**src/rtl/traffic_pkg.sv**
```systemverilog
// Shared types and constants for the intersection request scheduler
// and the light controller it feeds.
package traffic_pkg;

    localparam logic [2:0] LIGHT_RED    = 3'b001;
    localparam logic [2:0] LIGHT_YELLOW = 3'b010;
    localparam logic [2:0] LIGHT_GREEN  = 3'b100;

    localparam logic [1:0] DIR_N = 2'd0;
    localparam logic [1:0] DIR_S = 2'd1;
    localparam logic [1:0] DIR_E = 2'd2;
    localparam logic [1:0] DIR_W = 2'd3;

    typedef enum logic [2:0] {
        IDLE,
        EMG_WAIT,
        EMG_SERVE,
        PED_WAIT,
        PED_SERVE
    } sched_state_t;

    typedef enum logic [2:0] {
        ST_NS_GREEN,
        ST_NS_YELLOW,
        ST_NS_ALL_RED,
        ST_EW_GREEN,
        ST_EW_YELLOW,
        ST_EW_ALL_RED
    } state_t;

    // First requesting direction at or after ptr, in N,S,E,W order.
    function automatic logic [1:0] rr_pick(
        input logic [3:0] req,
        input logic [1:0] ptr
    );
        logic [1:0] idx;
        rr_pick = ptr;
        for (int k = 3; k >= 0; k--) begin
            idx = ptr + 2'(k);
            if (req[idx]) rr_pick = idx;
        end
    endfunction

endpackage

```
**src/rtl/req_sync_debounce.sv**
```systemverilog
// Two-flop synchroniser and counting debouncer for a raw push-button,
// with a one-cycle pulse on each accepted rising edge.
module req_sync_debounce #(
    parameter int DEBOUNCE_CYCLES = 4
) (
    input  logic clk,
    input  logic rst_an,
    input  logic btn_raw,
    output logic rise
);

    localparam int CW = $clog2(DEBOUNCE_CYCLES + 1);

    logic          s1;
    logic          s2;
    logic          level;
    logic [CW-1:0] cnt;

    // cnt tracks consecutive samples that disagree with the accepted level
    always_ff @(posedge clk or negedge rst_an) begin
        if (!rst_an) begin
            s1    <= 1'b0;
            s2    <= 1'b0;
            level <= 1'b0;
            cnt   <= '0;
            rise  <= 1'b0;
        end else begin
            s1   <= btn_raw;
            s2   <= s1;
            rise <= 1'b0;
            if (s2 == level) begin
                cnt <= '0;
            end else if (cnt == CW'(DEBOUNCE_CYCLES - 1)) begin
                cnt   <= '0;
                level <= s2;
                rise  <= s2;
            end else begin
                cnt <= cnt + 1'b1;
            end
        end
    end

endmodule

```
**src/rtl/traffic_request_scheduler.sv**
```systemverilog
// Front-end scheduler: debounced pedestrian requests and round-robin
// emergency grants, retired once the controller's lights serve them.
module traffic_request_scheduler
    import traffic_pkg::*;
#(
    parameter int DEBOUNCE_CYCLES = 4,
    parameter int SERVE_CYCLES    = 4,
    parameter int WAIT_MAX        = 63
) (
    input  logic       clk,
    input  logic       rst_an,
    input  logic       ped_button_raw,
    input  logic [3:0] emerg_req,
    input  logic [2:0] n_lights,
    input  logic [2:0] s_lights,
    input  logic [2:0] e_lights,
    input  logic [2:0] w_lights,
    output logic [3:0] emergency_dir,
    output logic       ped_request,
    output logic       ped_served,
    output logic [3:0] emerg_served,
    output logic       timeout_err,
    output logic       busy
);

    localparam int SW = $clog2(SERVE_CYCLES + 1);

    sched_state_t    state_q;
    sched_state_t    state_d;
    logic [1:0]      grant_q;
    logic [1:0]      grant_d;
    logic [1:0]      ptr_q;
    logic [1:0]      ptr_d;
    logic [1:0]      pick;
    logic [5:0]      wait_q;
    logic [5:0]      wait_d;
    logic [SW-1:0]   serve_q;
    logic [SW-1:0]   serve_d;
    logic [3:0]      rearm_q;
    logic [3:0]      rearm_d;
    logic [3:0]      rearm_set;
    logic [3:0]      eligible;
    logic [3:0]      grant_oh;
    logic [3:0]      dir_d;
    logic [3:0]      esrv_d;
    logic            ped_pending_q;
    logic            ped_pending_d;
    logic            ped_rise;
    logic            ped_clr;
    logic            preq_d;
    logic            psrv_d;
    logic            tmo_d;
    logic            issue;
    logic            granted_green;
    logic            all_red;
    logic [3:0][2:0] lights;

    req_sync_debounce #(
        .DEBOUNCE_CYCLES(DEBOUNCE_CYCLES)
    ) u_ped_btn (
        .clk    (clk),
        .rst_an (rst_an),
        .btn_raw(ped_button_raw),
        .rise   (ped_rise)
    );

    assign lights        = {w_lights, e_lights, s_lights, n_lights};
    assign eligible      = emerg_req & ~rearm_q;
    assign pick          = rr_pick(eligible, ptr_q);
    assign grant_oh      = 4'b0001 << grant_q;
    assign granted_green = (lights[grant_q] == LIGHT_GREEN);
    assign all_red       = (n_lights == LIGHT_RED) && (s_lights == LIGHT_RED)
                        && (e_lights == LIGHT_RED) && (w_lights == LIGHT_RED);
    assign busy          = (state_q != IDLE);

    always_comb begin
        state_d   = state_q;
        grant_d   = grant_q;
        ptr_d     = ptr_q;
        serve_d   = serve_q;
        dir_d     = emergency_dir;
        esrv_d    = '0;
        psrv_d    = 1'b0;
        tmo_d     = 1'b0;
        rearm_set = '0;
        ped_clr   = 1'b0;
        issue     = 1'b0;
        unique case (state_q)
            IDLE: begin
                if (|eligible) issue = 1'b1;
                else if (ped_pending_q) state_d = PED_WAIT;
            end
            EMG_WAIT: begin
                if (granted_green) begin
                    state_d = EMG_SERVE;
                    serve_d = SW'(1);
                end else if (wait_q == 6'(WAIT_MAX)) begin
                    state_d   = IDLE;
                    dir_d     = '0;
                    tmo_d     = 1'b1;
                    rearm_set = grant_oh;
                    ptr_d     = grant_q + 2'd1;
                end
            end
            EMG_SERVE: begin
                if (serve_q == SW'(SERVE_CYCLES)) begin
                    state_d   = IDLE;
                    dir_d     = '0;
                    esrv_d    = grant_oh;
                    rearm_set = grant_oh;
                    ptr_d     = grant_q + 2'd1;
                end else if (!granted_green) begin
                    state_d = EMG_WAIT;
                end else begin
                    serve_d = serve_q + 1'b1;
                end
            end
            PED_WAIT: begin
                if (|eligible) begin
                    issue = 1'b1;
                end else if (all_red) begin
                    state_d = PED_SERVE;
                    serve_d = SW'(1);
                end else if (wait_q == 6'(WAIT_MAX)) begin
                    state_d = IDLE;
                    tmo_d   = 1'b1;
                end
            end
            PED_SERVE: begin
                if (|eligible) begin
                    issue = 1'b1;
                end else if (serve_q == SW'(SERVE_CYCLES)) begin
                    state_d = IDLE;
                    psrv_d  = 1'b1;
                    ped_clr = 1'b1;
                end else if (!all_red) begin
                    state_d = PED_WAIT;
                end else begin
                    serve_d = serve_q + 1'b1;
                end
            end
            default: state_d = IDLE;
        endcase

        // A new grant (from IDLE or by preempting a pedestrian phase)
        if (issue) begin
            state_d = EMG_WAIT;
            grant_d = pick;
            dir_d   = 4'b0001 << pick;
        end

        if (issue || (state_q == IDLE && state_d == PED_WAIT))
            wait_d = '0;
        else if (state_q != IDLE && wait_q != 6'(WAIT_MAX))
            wait_d = wait_q + 6'd1;
        else
            wait_d = wait_q;

        rearm_d       = (rearm_q & emerg_req) | rearm_set;
        ped_pending_d = ped_clr ? 1'b0 : (ped_pending_q | ped_rise);
        preq_d        = ped_pending_q
                     && (state_d == PED_WAIT || state_d == PED_SERVE);
    end

    always_ff @(posedge clk or negedge rst_an) begin
        if (!rst_an) begin
            state_q       <= IDLE;
            grant_q       <= DIR_N;
            ptr_q         <= DIR_N;
            wait_q        <= '0;
            serve_q       <= '0;
            rearm_q       <= '0;
            ped_pending_q <= 1'b0;
            emergency_dir <= '0;
            ped_request   <= 1'b0;
            ped_served    <= 1'b0;
            emerg_served  <= '0;
            timeout_err   <= 1'b0;
        end else begin
            state_q       <= state_d;
            grant_q       <= grant_d;
            ptr_q         <= ptr_d;
            wait_q        <= wait_d;
            serve_q       <= serve_d;
            rearm_q       <= rearm_d;
            ped_pending_q <= ped_pending_d;
            emergency_dir <= dir_d;
            ped_request   <= preq_d;
            ped_served    <= psrv_d;
            emerg_served  <= esrv_d;
            timeout_err   <= tmo_d;
        end
    end

endmodule

```
**config.mk**
```make
export PLATFORM = sky130hd
export DESIGN_NAME = traffic_request_scheduler
export DESIGN_NICKNAME = d
export VERILOG_FILES = /design/src/rtl/traffic_pkg.sv /design/src/rtl/req_sync_debounce.sv /design/src/rtl/traffic_request_scheduler.sv
export SDC_FILE = /design/constraint.sdc
export NUM_CORES = 1
export LEC_CHECK = 0
export CAP_MARGIN = 10
export CORE_ASPECT_RATIO = 1.2
export CORE_MARGIN = 2
export CORE_UTILIZATION = 36
export DETAILED_ROUTE_END_ITERATION = 6
export GPL_ROUTABILITY_DRIVEN = 1
export SYNTH_ARGS = -nofsm -noshare
export SYNTH_HDL_FRONTEND = slang
export SYNTH_SLANG_ARGS = --single-unit
```
**constraint.sdc**
```tcl
create_clock -name clk -period 2.65 [get_ports clk]
set_input_delay 0.795 -clock clk [delete_from_list [all_inputs] [get_ports clk]]
set_output_delay 0.795 -clock clk [all_outputs]
set_load 0.01 [all_outputs]
```
==> impl_metrics.json <==
{
  "outcome": "complete, no violations",
  "setup_viol": 0,
  "synth_adder_area_share": 0.0490,
  "area_delta_synth_final_pct": 33.7,
  "antenna_found_initial": 0,
  "maxSlewHeadroom": 0.677,
  "ctsResizeCount": 0,
  "first_pass_iters": 4,
  "drv_slew": 0,
  "grt_remaining_overflow": 0,
  "fin_crit_ps": 2470,
  "syn_nets": 220,
  "route.detailed.drc": 0,
  "diodes": 0,
  "synth_cell_types": 50,
  "grt_pass1_vias": 1729,
  "ys_ff_latch": 39,
  "synth_compound_area_frac": 0.179,
  "die_h_um": 86.6,
  "synth_mux_area_frac": 0.0349,
  "core_mm2": 0.00556,
  "via_per_inst": 5.30,
  "synth_top_family_by_area": "simple AND/OR/NAND/NOR gates",
  "cts_max_level": 2,
  "grt_pass1_wl_um": 8180,
  "rr_endpoint": "ptr_q[1]",
  "clkTransAtPathRegs_ps": 80,
  "cts_tree": "built",
  "root_buffer": "clkbuf_8",
  "wl_per_cell_um": 14.5,
  "r2r_slack_ps": 610,
  "final_common_cell": "dfrtp_1",
  "drtIter0Drc": 64,
  "start_kind": "register",
  "antenna_left": 0,
  "total_power_mw": 2.23,
  "synthCells": 193,
  "ys_warn_count": 0,
  "min_path_type": "in2async",
  "yosysSeqAreaShare": 0.477,
  "power_density_mw_per_mm2": 816,
  "vdd_ir_drop_max_mv": 0.470,
  "tightest_slew_ps": 483,
  "cts_num_sinks": 39,
  "post-route-util": 0.492,
  "wl_um": 4600,
  "dp_hpwl_um": 3530,
  "synth_edf_count": 0,
  "synthSimpleGateAreaFrac": 0.205,
  "numPortBuffers": 30,
  "crit_path_end_kind": "output pin",
  "vias": 1674,
  "cts_buffer_depth": 2,
  "start_util": 0.368,
  "crit_type": "reg2out",
  "crit_fanout": 10,
  "gp_congestion": 0.797,
  "rsz0062_at_grt": "no",
  "post_cts_buffers": 0,
  "fin_crit_sh": 0.933,
  "std_cell_rows": 30,
  "track_usage": 0.168,
  "dominantRegCellSynth": "dfrtp_1",
  "fp.dieArea_mm2": 0.00630,
  "cp.arrival_ps": 1680,
  "cts_buffers": 5,
  "rr_worst_depth": 5,
  "hold_violations": 0,
  "async_flop_share": 1.00,
  "total_leakage_power_nw": 1.23,
  "r2r_start": "wait_q[0]",
  "insertion_delay_ps": 290,
  "num-nets-final": 278,
  "layout_common_cells": "dfrtp_1 (39), clkdlybuf4s50_1 (29), buf_4 (28)",
  "grt_start_max_net_pins": 20,
  "io_pins": 31,
  "cp.required_ps": 1860,
  "drive_gt1_frac": 0.175,
  "startpoint": "state_q[0]",
  "fill_cells": 538,
  "maxClockFrequency_mhz": 404,
  "syn_area_mm2": 0.00204,
  "postSynthAreaPerCell_um2": 10.6,
  "finClkSkew_ps": 9.88,
  "synth_xor_area_frac": 0.0257,
  "drv_cap": 0,
  "endpoint": "busy",
  "fp.dieW_um": 72.8,
  "cts_hold_buf": 0
}
## cells in the mapped netlist, types with 4 or more instances
master,instances,area [µm²]
nor4b_1,4,35.0
nor3_1,4,20.0
buf_2,5,25.0
nor3b_1,4,30.0
a22o_1,4,35.0
nand2b_1,4,25.0
and2_1,4,25.0
ha_1,8,100
nand3_1,5,25.0
nor2_1,15,56.3
nor2b_1,8,50.1
xnor2_1,4,35.0
inv_1,7,26.3
a21o_1,4,30.0
a21oi_1,9,45.0
o21ai_0,4,20.0
dfrtp_1,39,976
nand2_1,11,41.3
## worst min-delay path by stage
| stage | endpoint | slack (ps) | cells past startpoint |
|---|---|---|---|
| floorplan | u_ped_btn.s2 | 330 | 0 |
| global placement | u_ped_btn.s2 | 340 | 0 |
| detailed placement | u_ped_btn.s2 | 340 | 0 |
| CTS | emergency_dir[0] | 330 | 1 |
| global route | emergency_dir[0] | 320 | 1 |
| finish | emergency_dir[0] | 320 | 1 |
## power by group
| part | internal [mW] | total, mW | switching [mW] |
|---|---|---|---|
| combinational | 0.410 | 0.819 | 0.408 |
| clock | 0.376 | 0.593 | 0.218 |
| sequential | 0.710 | 0.819 | 0.109 |
| total | 1.50 | 2.23 | 0.735 |
## flip-flops by register name, indices dropped and copies added, names as in the netlist, 3 cells and up
name           flops
rearm_q            4
u_ped_btn.cnt      3
serve_q            3
state_q            3
emerg_served       4
emergency_dir      4
wait_q             6
## cell families (layout without fill, tap and decap cells)
logic type / count (synthesis) / in the layout
AOI/OAI and AO/OA: 47 / 47
xor gates and xnor gates: 6 / 6
adders and majority gates: 8 / 8
buffers and inverters: 14 / 73
DFF: 39 / 39
muxes: 6 / 6
and+or+nand+nor: 73 / 73
## worst max-delay path: stages (launching register included)
cell and delay [ps]:
dfrtp_1 490, nor3_1 290, inv_1 120, clkdlybuf4s50_1 490
## final cells by class
cell class / instances / area (µm²) / area share
clock buffers: 5 / 68.8 / 0.0252
clock inverters: 3 / 67.6 / 0.0247
flip-flops and latches: 39 / 976 / 0.357
well taps: 64 / 80.1 / 0.0293
multi-input cells: 140 / 1010 / 0.369
inverters: 7 / 26.3 / 0.00961
repair buffers: 58 / 505 / 0.185
## stage by stage
stage / setup slack, ps / hold WS [ps] / cells / cell area [µm²] / setup TNS [ps]
floorplan: 307 / 331 / 193 / 2040 / 0
global placement: -82.4 / 336 / 308 / 2600 / -656
detailed placement: -103 / 336 / 308 / 2600 / -975
CTS: 146 / 327 / 316 / 2730 / 0
global route: 60.2 / 324 / 316 / 2730 / 0
finish: 178 / 322 / 316 / 2730 / 0
## layer usage
| metal | track usage | up-vias | share of wire |
|---|---|---|---|
| met3 | 0.0349 | 9 | 0.035 |
| met5 | 0 | - | 0 |
| met2 | 0.267 | 36 | 0.48 |
| li1 | - | 821 | - |
| met4 | 0.0623 | 0 | 0.024 |
| met1 | 0.226 | 808 | 0.46 |
(Power assumes the default switching activity.)
